## src/rtl/alu_arbiter.sv

```systemverilog
// Two-port valid/ready arbiter in front of a shared combinational ALU.
// Define ALU_ARB_RR_EN for round-robin arbitration; fixed priority (port 0) otherwise.
module alu_arbiter #(
  parameter int WIDTH = 32,
  parameter int OPW   = 4
) (
  input  logic             clk,
  input  logic             rst_n,
  input  logic             req0_valid,
  output logic             req0_ready,
  input  logic [WIDTH-1:0] req0_a,
  input  logic [WIDTH-1:0] req0_b,
  input  logic [OPW-1:0]   req0_op,
  output logic             rsp0_valid,
  input  logic             rsp0_ready,
  input  logic             req1_valid,
  output logic             req1_ready,
  input  logic [WIDTH-1:0] req1_a,
  input  logic [WIDTH-1:0] req1_b,
  input  logic [OPW-1:0]   req1_op,
  output logic             rsp1_valid,
  input  logic             rsp1_ready,
  output logic [WIDTH-1:0] rsp_result,
  output logic             rsp_zero,
  output logic [WIDTH-1:0] alu_src_a,
  output logic [WIDTH-1:0] alu_src_b,
  output logic [OPW-1:0]   alu_control,
  input  logic [WIDTH-1:0] alu_result,
  input  logic             alu_zero,
  output logic             busy
);

  typedef enum logic [1:0] {
    IDLE = 2'd0,
    EXEC = 2'd1,
    RESP = 2'd2
  } state_t;

  state_t           state_r, state_s;
  logic             owner_r;
  logic             grant_s;
  logic             grant_valid_s;
  logic [WIDTH-1:0] src_a_r, src_b_r, result_r;
  logic [OPW-1:0]   control_r;
  logic             zero_r;
`ifdef ALU_ARB_RR_EN
  logic             last_grant_r;
`endif

  // Winner selection; grant_s is the index of the winning port
  always_comb begin
    grant_valid_s = req0_valid | req1_valid;
`ifdef ALU_ARB_RR_EN
    if (req0_valid && req1_valid) begin
      grant_s = ~last_grant_r;
    end else begin
      grant_s = ~req0_valid;
    end
`else
    grant_s = ~req0_valid;
`endif
  end

  // Next-state and handshake decode; ready is gated by rst_n so it drops with reset
  always_comb begin
    state_s    = state_r;
    req0_ready = 1'b0;
    req1_ready = 1'b0;
    case (state_r)
      IDLE: begin
        if (grant_valid_s && rst_n) begin
          state_s    = EXEC;
          req0_ready = ~grant_s;
          req1_ready = grant_s;
        end else begin
          state_s = IDLE;
        end
      end
      EXEC: begin
        state_s = RESP;
      end
      RESP: begin
        if ((!owner_r && rsp0_ready) || (owner_r && rsp1_ready)) begin
          state_s = IDLE;
        end else begin
          state_s = RESP;
        end
      end
      default: begin
        state_s = IDLE;
      end
    endcase
  end

  // State, request capture and result capture
  always_ff @(posedge clk or negedge rst_n) begin
    if (!rst_n) begin
      state_r   <= IDLE;
      owner_r   <= 1'b0;
      src_a_r   <= {WIDTH{1'b0}};
      src_b_r   <= {WIDTH{1'b0}};
      control_r <= {OPW{1'b0}};
      result_r  <= {WIDTH{1'b0}};
      zero_r    <= 1'b0;
`ifdef ALU_ARB_RR_EN
      last_grant_r <= 1'b1;
`endif
    end else begin
      state_r <= state_s;
      if (state_r == IDLE && grant_valid_s) begin
        owner_r   <= grant_s;
        src_a_r   <= grant_s ? req1_a : req0_a;
        src_b_r   <= grant_s ? req1_b : req0_b;
        control_r <= grant_s ? req1_op : req0_op;
`ifdef ALU_ARB_RR_EN
        last_grant_r <= grant_s;
`endif
      end
      if (state_r == EXEC) begin
        result_r <= alu_result;
        zero_r   <= alu_zero;
      end
    end
  end

  assign alu_src_a   = src_a_r;
  assign alu_src_b   = src_b_r;
  assign alu_control = control_r;
  assign rsp_result  = result_r;
  assign rsp_zero    = zero_r;
  assign rsp0_valid  = (state_r == RESP) && !owner_r;
  assign rsp1_valid  = (state_r == RESP) && owner_r;
  assign busy        = (state_r != IDLE);

endmodule

```

## config.mk

```make
export PLATFORM = sky130hd
export DESIGN_NAME = alu_arbiter
export DESIGN_NICKNAME = d
export VERILOG_FILES = /design/src/rtl/alu_arbiter.sv
export SDC_FILE = /design/constraint.sdc
export NUM_CORES = 1
export LEC_CHECK = 0
export CAP_MARGIN = 20
export CORE_MARGIN = 2
export CORE_UTILIZATION = 36
export CTS_BUF_LIST = sky130_fd_sc_hd__clkbuf_8
export DETAILED_ROUTE_END_ITERATION = 10
export GPL_ROUTABILITY_DRIVEN = 0
export PLACE_DENSITY = 0.81
export SETUP_SLACK_MARGIN = 0.15
export SLEW_MARGIN = 20
export SYNTH_ARGS = -nofsm -noshare
export SYNTH_HDL_FRONTEND = slang
export SYNTH_SLANG_ARGS = --single-unit
```

## constraint.sdc

```tcl
create_clock -name clk -period 1.6 [get_ports clk]
set_input_delay 0.4 -clock clk [delete_from_list [all_inputs] [get_ports clk]]
set_output_delay 0.4 -clock clk [all_outputs]
set_load 0.01 [all_outputs]
```

* Word-level counts from Yosys, hierarchy flattened
Index checks and enable logic that the tools add are counted.
** Word-level totals
- Register bits after elaboration :: 104
- Bits of input ports :: 175
- Output and inout port bits :: 106
- Word-level logic and storage cells :: 31
** Cells by class
- Equality and inequality tests :: 2
- Mux-type cells :: 10
- Bitwise operators :: 2
- Reductions and logical operators :: 10
** Operators by type and width (count)
- $mux W32 :: 2
- $logic_and A1 B1 Y1 :: 6
- $pmux W2 S3 :: 1
- $mux W1 :: 5
- $mux W4 :: 1
- $eq A2 B1 Y1 const B :: 1
- $eq A2 B2 Y1 const B :: 1
- $logic_not A2 Y1 :: 1
- $mux W2 :: 1
- $reduce_bool A2 Y1 :: 1
- $logic_not A1 Y1 :: 1
- $logic_or A1 B1 Y1 :: 1
- $not A1 Y1 :: 1
- $or A1 B1 Y1 :: 1

* Longest topological paths before layout
Gate-level depths: netlist of the first run.
- Depth after elaboration :: 5
- Depth in mapped cells :: 5
- Gate-level depth less buffers :: 3

* Worst setup path after synthesis of the first run
No wires, ideal clock.
- Path type :: register -> output
- Start :: reg state_r[1]
- End :: out req1_ready
- Arrival :: 1213 ps
- Data required time :: 1200 ps
- Setup slack :: -13 ps
- Stages on the path, launching flop included :: 6
- Buffers on the path :: 2
- Path through :: dfrtp_1 -> nor2_2 -> o21a_1 -> buf_6 -> buf_12 -> and3b_1
** On the way
- Word-level cells in the longest chain between the ends :: 2
** RTL lines
- start, declared :: line 39 : state_t state_r, state_s;
- start signal, assigned :: line 109 : state_r <= state_s;
- $logic_not A2 Y1 :: line 69 : case (state_r)
- $mux W1 :: line 69
- end, declared :: line 17 : output logic req1_ready,
No other way between the ends.

* Worst setup path in the final report of the first run
- Start :: reg state_r[0]
- End :: out req0_ready
** On the way
- Word-level cells in the longest chain between the ends :: 2
** RTL lines
- $logic_not A2 Y1 :: line 69
- $mux W1 :: line 69
- end, declared :: line 10 : output logic req0_ready,
No other way between the ends.

==> flow_summary.toml, run 1 <==
[drt]
drt_first_iter_violations = 134
drc = 0
via_per_inst = 4.61
routedWlPerCell_um = 17.8
first_pass_iters = 4
wirelength_um = 14400
final_antenna_net_count = 0
detailroute.via_count = 3735

[clocking]
clock_tree.buffer_depth = 2
cts_tree = "built"
clk_root_buffer_cell = "clkbuf_8"
clkTransAtPathRegs_ps = 100
clock_buffer_count_from_cts = 9
post_cts_hold_buffer_count = 0
clock_sinks = 104
htree_levels = 3
clk_latency_ps = 370

[power_and_ir_drop]
power.share.clock_pct = 10.0
reported_net_switching_power_mw = 4.55
cellPowerDensity_nw_per_um2 = 1650
power.share.switching_pct = 31.9
internal_power_mw = 9.73
combinationalPowerShare_pct = 56.8
cellLeakagePower_nw = 3.85
p_seq_share_pct = 33.2
vdd_ir_drop_max_mv = 0.645

[critical_path]
reg2reg_to = "alu_src_b[30]"
kind_of_critical_path = "register to primary output"
endpoint_required_time_on_the_critical_path_ps = 1200
worst_ep_arrival_time_ps = 1340
timing.reg2reg.setup_slack_ps = -90
cp_max_fo = 3
worst_path_largest_cell_delay_ps = 400
timing.critical_path.slowest_stage_cell = "dfrtp_1"
timing.critical_path.from_type = "register"
critical_path.reg2reg.startpoint = "state_r[0]"
path_cells = "nor2_2 -> buf_4 -> and3_4 -> buf_6"
reg2reg_depth = 8
critical_path.endpoint_type = "primary output"

[logic_synthesis]
mappedNetlistArea_um2 = 5070
synth.top_cell.area_share_pct = 51.4
cell_types_with_the_largest_area_share_after_synthesis = "dfrtp_1 51%, mux2_2 23%, mux2_4 20%"
synthesis.nets = 483
ys_seq_area_share_pct = 51.4
synth.yosys.warnings = 0
synthCells = 308
netlist.top_cell.by_area = "dfrtp_1"
synth.avg_cell_area_um2 = 16.5
distinct_cells_synth = 16
number_of_synthesized_register_bits = 104

[worst_hold_path]
worstHoldPathType = "primary input to async pin"

[sta]
grt_setup_unrepaired = "yes"
clock.fmax_ghz = 0.574
clock_skew_ps = 10.4
max_slew.worst_pin.slew_ps = 464
final_max_slew_viol_count = 0
worst_slew_margin_rel_pct = 69.0
final-hold-violation-count = 0
finalSetupViolations = 44
period_needed_ps = 1740
worst_slack_ps = -142
finalCritPeriodShare_pct = 109

[final_layout]
mostFrequentLayoutCell = "clkdlybuf4s50_1"
final_core_util_pct = 62.6
fill_cells = 1038
synthToLayoutAreaGrowth_pct = 70.9
final_nets = 801
most-common-layout-cells = "171 x clkdlybuf4s50_1, 104 x dfrtp_1, 102 x mux2_2, 68 x mux2_4, 68 x clkdlybuf4s15_1"
drive_above_1_share_pct = 43.7
antenna_cells = 0

[floorplanning]
die_w_um = 123
core.rowCount = 43
die_area_um2 = 15000
chipHeight_um = 123
design.core.area_um2 = 13800
boundaryPins = 281
initial_util_pct = 36.6

[placed_design]
port_buffers = 280
place_ws_ps = -550
hpwl_reported_at_the_end_of_detailed_placement_um = 10100

[outcome]
failed_checks = "negative setup slack"
result_of_the_run = "finished, violations left"

[grt]
wire_length_of_the_first_global_routing_pass_um = 21600
total_global_routing_track_utilization_pct = 18.9
first_global_vias = 4051
globalRouteOverflowTotal = 0
grt_start_max_net_pins = 37
grt_antenna_before_repair = 0

[flow_run]
max_cap_viol_count = 0
flip-flops by register name, indices dropped and copies added, names as in the netlist:
name and count:
alu_src_b 32, rsp_zero 1, alu_src_a 32, owner_r 1
rsp_result 32, alu_control 4, state_r 2
worst max-delay path, delay by kind of cell (launching register included):
kind	cells	cell delay, ps
flip-flops	1	400
AND/OR/NAND/NOR	2	340
buffers and inverters	2	250
synthesized netlist by cell type:
library cell	number
a21oi_1	2
and2_1	1
and3_1	1
and3b_1	1
buf_12	7
buf_2	11
buf_6	2
dfrtp_1	104
inv_1	2
mux2_2	102
mux2_4	68
nand2b_1	2
nor2_1	2
nor2_2	1
o21a_1	1
o21ai_0	1
repair_timing:
| action | 4_1_cts | 5_1_grt |
|---|---|---|
| setup buffers | 20 | 2 |
| pin swaps | 1 | 1 |
| endpoints found under the setup margin | 174 | 109 |
| endpoints found under the hold margin | 0 | 0 |
| gates cloned | 10 | 1 |
| resized for setup | 247 | 36 |
how the worst max path moves through the flow:
stage,start,slack (ps),depth (start not counted),endpoint
final,state_r[0],-140,4,req0_ready
after global routing,state_r[0],-220,4,rsp1_valid
after CTS,state_r[1],-190,4,req1_ready
after detailed placement,req1_valid,-550,4,req1_ready
after global placement,req1_valid,-550,4,req1_ready
after floorplan,state_r[0],-7,5,req1_ready
cells by family (layout without fill, tap and decap cells):
| group | Yosys count | count (layout) | share of synthesized area (%) |
|---|---|---|---|
| multiplexers | 170 | 170 | 42.8 |
| flip-flops | 104 | 104 | 51.4 |
| buffers and inverters | 22 | 345 | 4.44 |
| AND/OR/NAND/NOR | 8 | 8 | 0.939 |
| AO/OA/AOI/OAI | 4 | 4 | 0.444 |
power by group through the flow:
stage	logic, mW	registers (mW)	clock network [mW]
6_report	8.11	4.74	1.43
5_1_grt	8.58	4.89	1.59
4_1_cts	8.29	4.73	1.49
3_5_place_dp	7.37	4.75	0
3_3_place_gp	7.22	4.70	0
2_1_floorplan	3.17	5.31	0
metrics by stage:
step / TNS, ps / total power [mW] / hold slack (ps) / instances / area (µm²)
detailed placement: -22200 / 12.1 / 491 / 762 / 8050
global placement: -21120 / 11.9 / 477 / 762 / 8050
global route: -5660 / 15.1 / 112 / 811 / 8660
CTS: -3810 / 14.5 / 73.6 / 808 / 8750
floorplan: -7.40 / 8.48 / 104 / 308 / 5070
finish: -2720 / 14.3 / 83.3 / 811 / 8660
layer usage:
metal | wire length, µm | global-route usage, % | vias to the layer above
li1 | - | - | 1733
met1 | 5390 | 21.2 | 1833
met2 | 7930 | 35.6 | 153
met3 | 923 | 4.04 | 16
met4 | 199 | 5.75 | 0
met5 | 0 | 0 | -
final cells by class:
class	instances	area (µm²)	area share, %
Timing Repair Buffer	327	3410	39.3
Clock inverter	7	38.8	0.448
Clock buffer	9	124	1.43
Multi-Input combinational cell	182	2250	26.0
Tap cell	180	225	2.60
Sequential cell	104	2600	30.1
Inverter	2	7.51	0.0867
No activity file was read; power rests on OpenSTA's default activity.
==> inputs of run 2 (changes only) <==
Settings changed: CAP_MARGIN 20 to unset.
==> results of run 2 <==
Same layout as run 1: the final DEF is identical, and so are final timing and power.
==> inputs of run 3 (changes only) <==
Settings changed: RECOVER_POWER set to 50.
==> flow_summary.toml, run 3 (synthesized netlist as in run 1, its figures left out) <==
[sta]
clock.fmax_ghz = 0.574
finalCritPeriodShare_pct = 109
worst_slew_margin_rel_pct = 39.2
final-hold-violation-count = 0
final_max_slew_viol_count = 0
clock_skew_ps = 10.4
max_slew.worst_pin.slew_ps = 912
period_needed_ps = 1740
worst_slack_ps = -143
fin_setup_tns_ps = -2740
finalSetupViolations = 44
grt_setup_unrepaired = "yes"

[grt]
grt-busiest-layer = "met2"
globalRouteMet3Util_pct = 4.04
globalRouteOverflowTotal = 0
grt_start_max_net_pins = 37
first_global_vias = 4051
use_met1_pct = 21.2
grt_antenna_before_repair = 0
wire_length_of_the_first_global_routing_pass_um = 21600
total_global_routing_track_utilization_pct = 18.9
groute.layer.met2.usage_pct = 35.6

[drt]
routedWlPerCell_um = 17.8
detailroute.via_count = 3733
wirelength_um = 14400
via_per_inst = 4.60
final_antenna_net_count = 0
drc = 0
drt_first_iter_violations = 110
first_pass_iters = 4

[floorplanning]
chipHeight_um = 123
design.core.area_um2 = 13800
boundaryPins = 281
die_w_um = 123
die_area_um2 = 15000
core.rowCount = 43
initial_util_pct = 36.6

[critical_path]
kind_of_critical_path = "register to primary output"
cp_max_fo = 3
critical_path.endpoint_type = "primary output"
critical_path.reg2reg.startpoint = "state_r[0]"
worst_ep_arrival_time_ps = 1340
reg2reg_to = "alu_src_b[30]"
reg2reg_depth = 8
timing.reg2reg.setup_slack_ps = -90
timing.critical_path.from_type = "register"
endpoint_required_time_on_the_critical_path_ps = 1200

[outcome]
failed_checks = "negative setup slack"
result_of_the_run = "finished, violations left"

[final_layout]
mostFrequentLayoutCell = "clkdlybuf4s50_1"
drive_above_1_share_pct = 43.7
synthToLayoutAreaGrowth_pct = 70.8
antenna_cells = 0
most-common-layout-cells = "171 x clkdlybuf4s50_1, 104 x dfrtp_1, 102 x mux2_2, 68 x mux2_4, 68 x clkdlybuf4s15_1"
final_nets = 801
final_instance_area_um2 = 8650

[power_and_ir_drop]
vdd_ir_drop_max_mv = 0.645
cellLeakagePower_nw = 3.85
cellPowerDensity_nw_per_um2 = 1650

[clocking]
clk_latency_ps = 370
clock_buffer_count_from_cts = 9
post_cts_hold_buffer_count = 0
clk_root_buffer_cell = "clkbuf_8"
clock_tree.buffer_depth = 2
htree_levels = 3
clock_sinks = 104
clkTransAtPathRegs_ps = 100
cts_tree = "built"

[worst_hold_path]
worstHoldPathType = "primary input to async pin"

[placed_design]
place_ws_ps = -550
hpwl_reported_at_the_end_of_detailed_placement_um = 10100
port_buffers = 280
placed_cell_area_um2 = 8050

[flow_run]
max_cap_viol_count = 0
## run 3: changes by cell type in the layout (fill, tap and decap cells not counted), sizes merged
cell	previous run	this run
buf	53	50
clkbuf	39	42
## run 3: worst max-delay path by stage
| stage | from | endpoint | slack [ps] | depth (start not counted) |
|---|---|---|---|---|
| 6_report | state_r[0] | req0_ready | -140 | 4 |
| 3_5_place_dp | req1_valid | req1_ready | -550 | 4 |
| 4_1_cts | state_r[1] | req1_ready | -190 | 4 |
| 2_1_floorplan | state_r[0] | req1_ready | -7 | 5 |
| 5_1_grt | state_r[0] | rsp1_valid | -220 | 4 |
| 3_3_place_gp | req1_valid | req1_ready | -550 | 4 |
## run 3: routing by layer
layer	part of all wire, %	wire [µm]
met4	1.4	203
met3	6.4	924
met5	0	0
met2	55	7930
met1	37	5370
## run 3: report_power, final
part | internal (mW) | total (mW) | switching [mW]
Clock | 0.553 | 1.43 | 0.877
Sequential | 3.97 | 4.74 | 0.769
Combinational | 5.20 | 8.11 | 2.90
Total | 9.72 | 14.3 | 4.55
## run 3: repair_timing
item                                    CTS  global route
gates cloned                             10             1
pin swaps                                 1             1
buffers inserted                         20             2
resized for setup                       247            36
endpoints found under the setup margin  174           109
## run 3: worst max-delay path: stages (launching register included)
cell	delay, ps
dfrtp_1	400
nor2_2	160
buf_4	150
and3_4	180
buf_6	100
## run 3: layout make-up
| type | instances | area (µm²) |
|---|---|---|
| fillers | 1039 | 5170 |
| clock buffers | 9 | 124 |
| flip-flops and latches | 104 | 2600 |
| multi-input cells | 182 | 2250 |
| well taps | 180 | 225 |
| repair buffers | 327 | 3400 |
| clock inverters | 7 | 38.8 |
| inverters | 2 | 7.51 |
## run 3: per-stage QoR
stage	util (%)	hold slack (ps)	instances	power [mW]
final	62.6	249	811	14.3
after global routing	62.6	318	811	15.1
after CTS	63.3	73.6	808	14.5
after detailed placement	58.2	491	762	12.1
after global placement	58.2	477	762	11.9
after floorplan	-	104	308	8.48
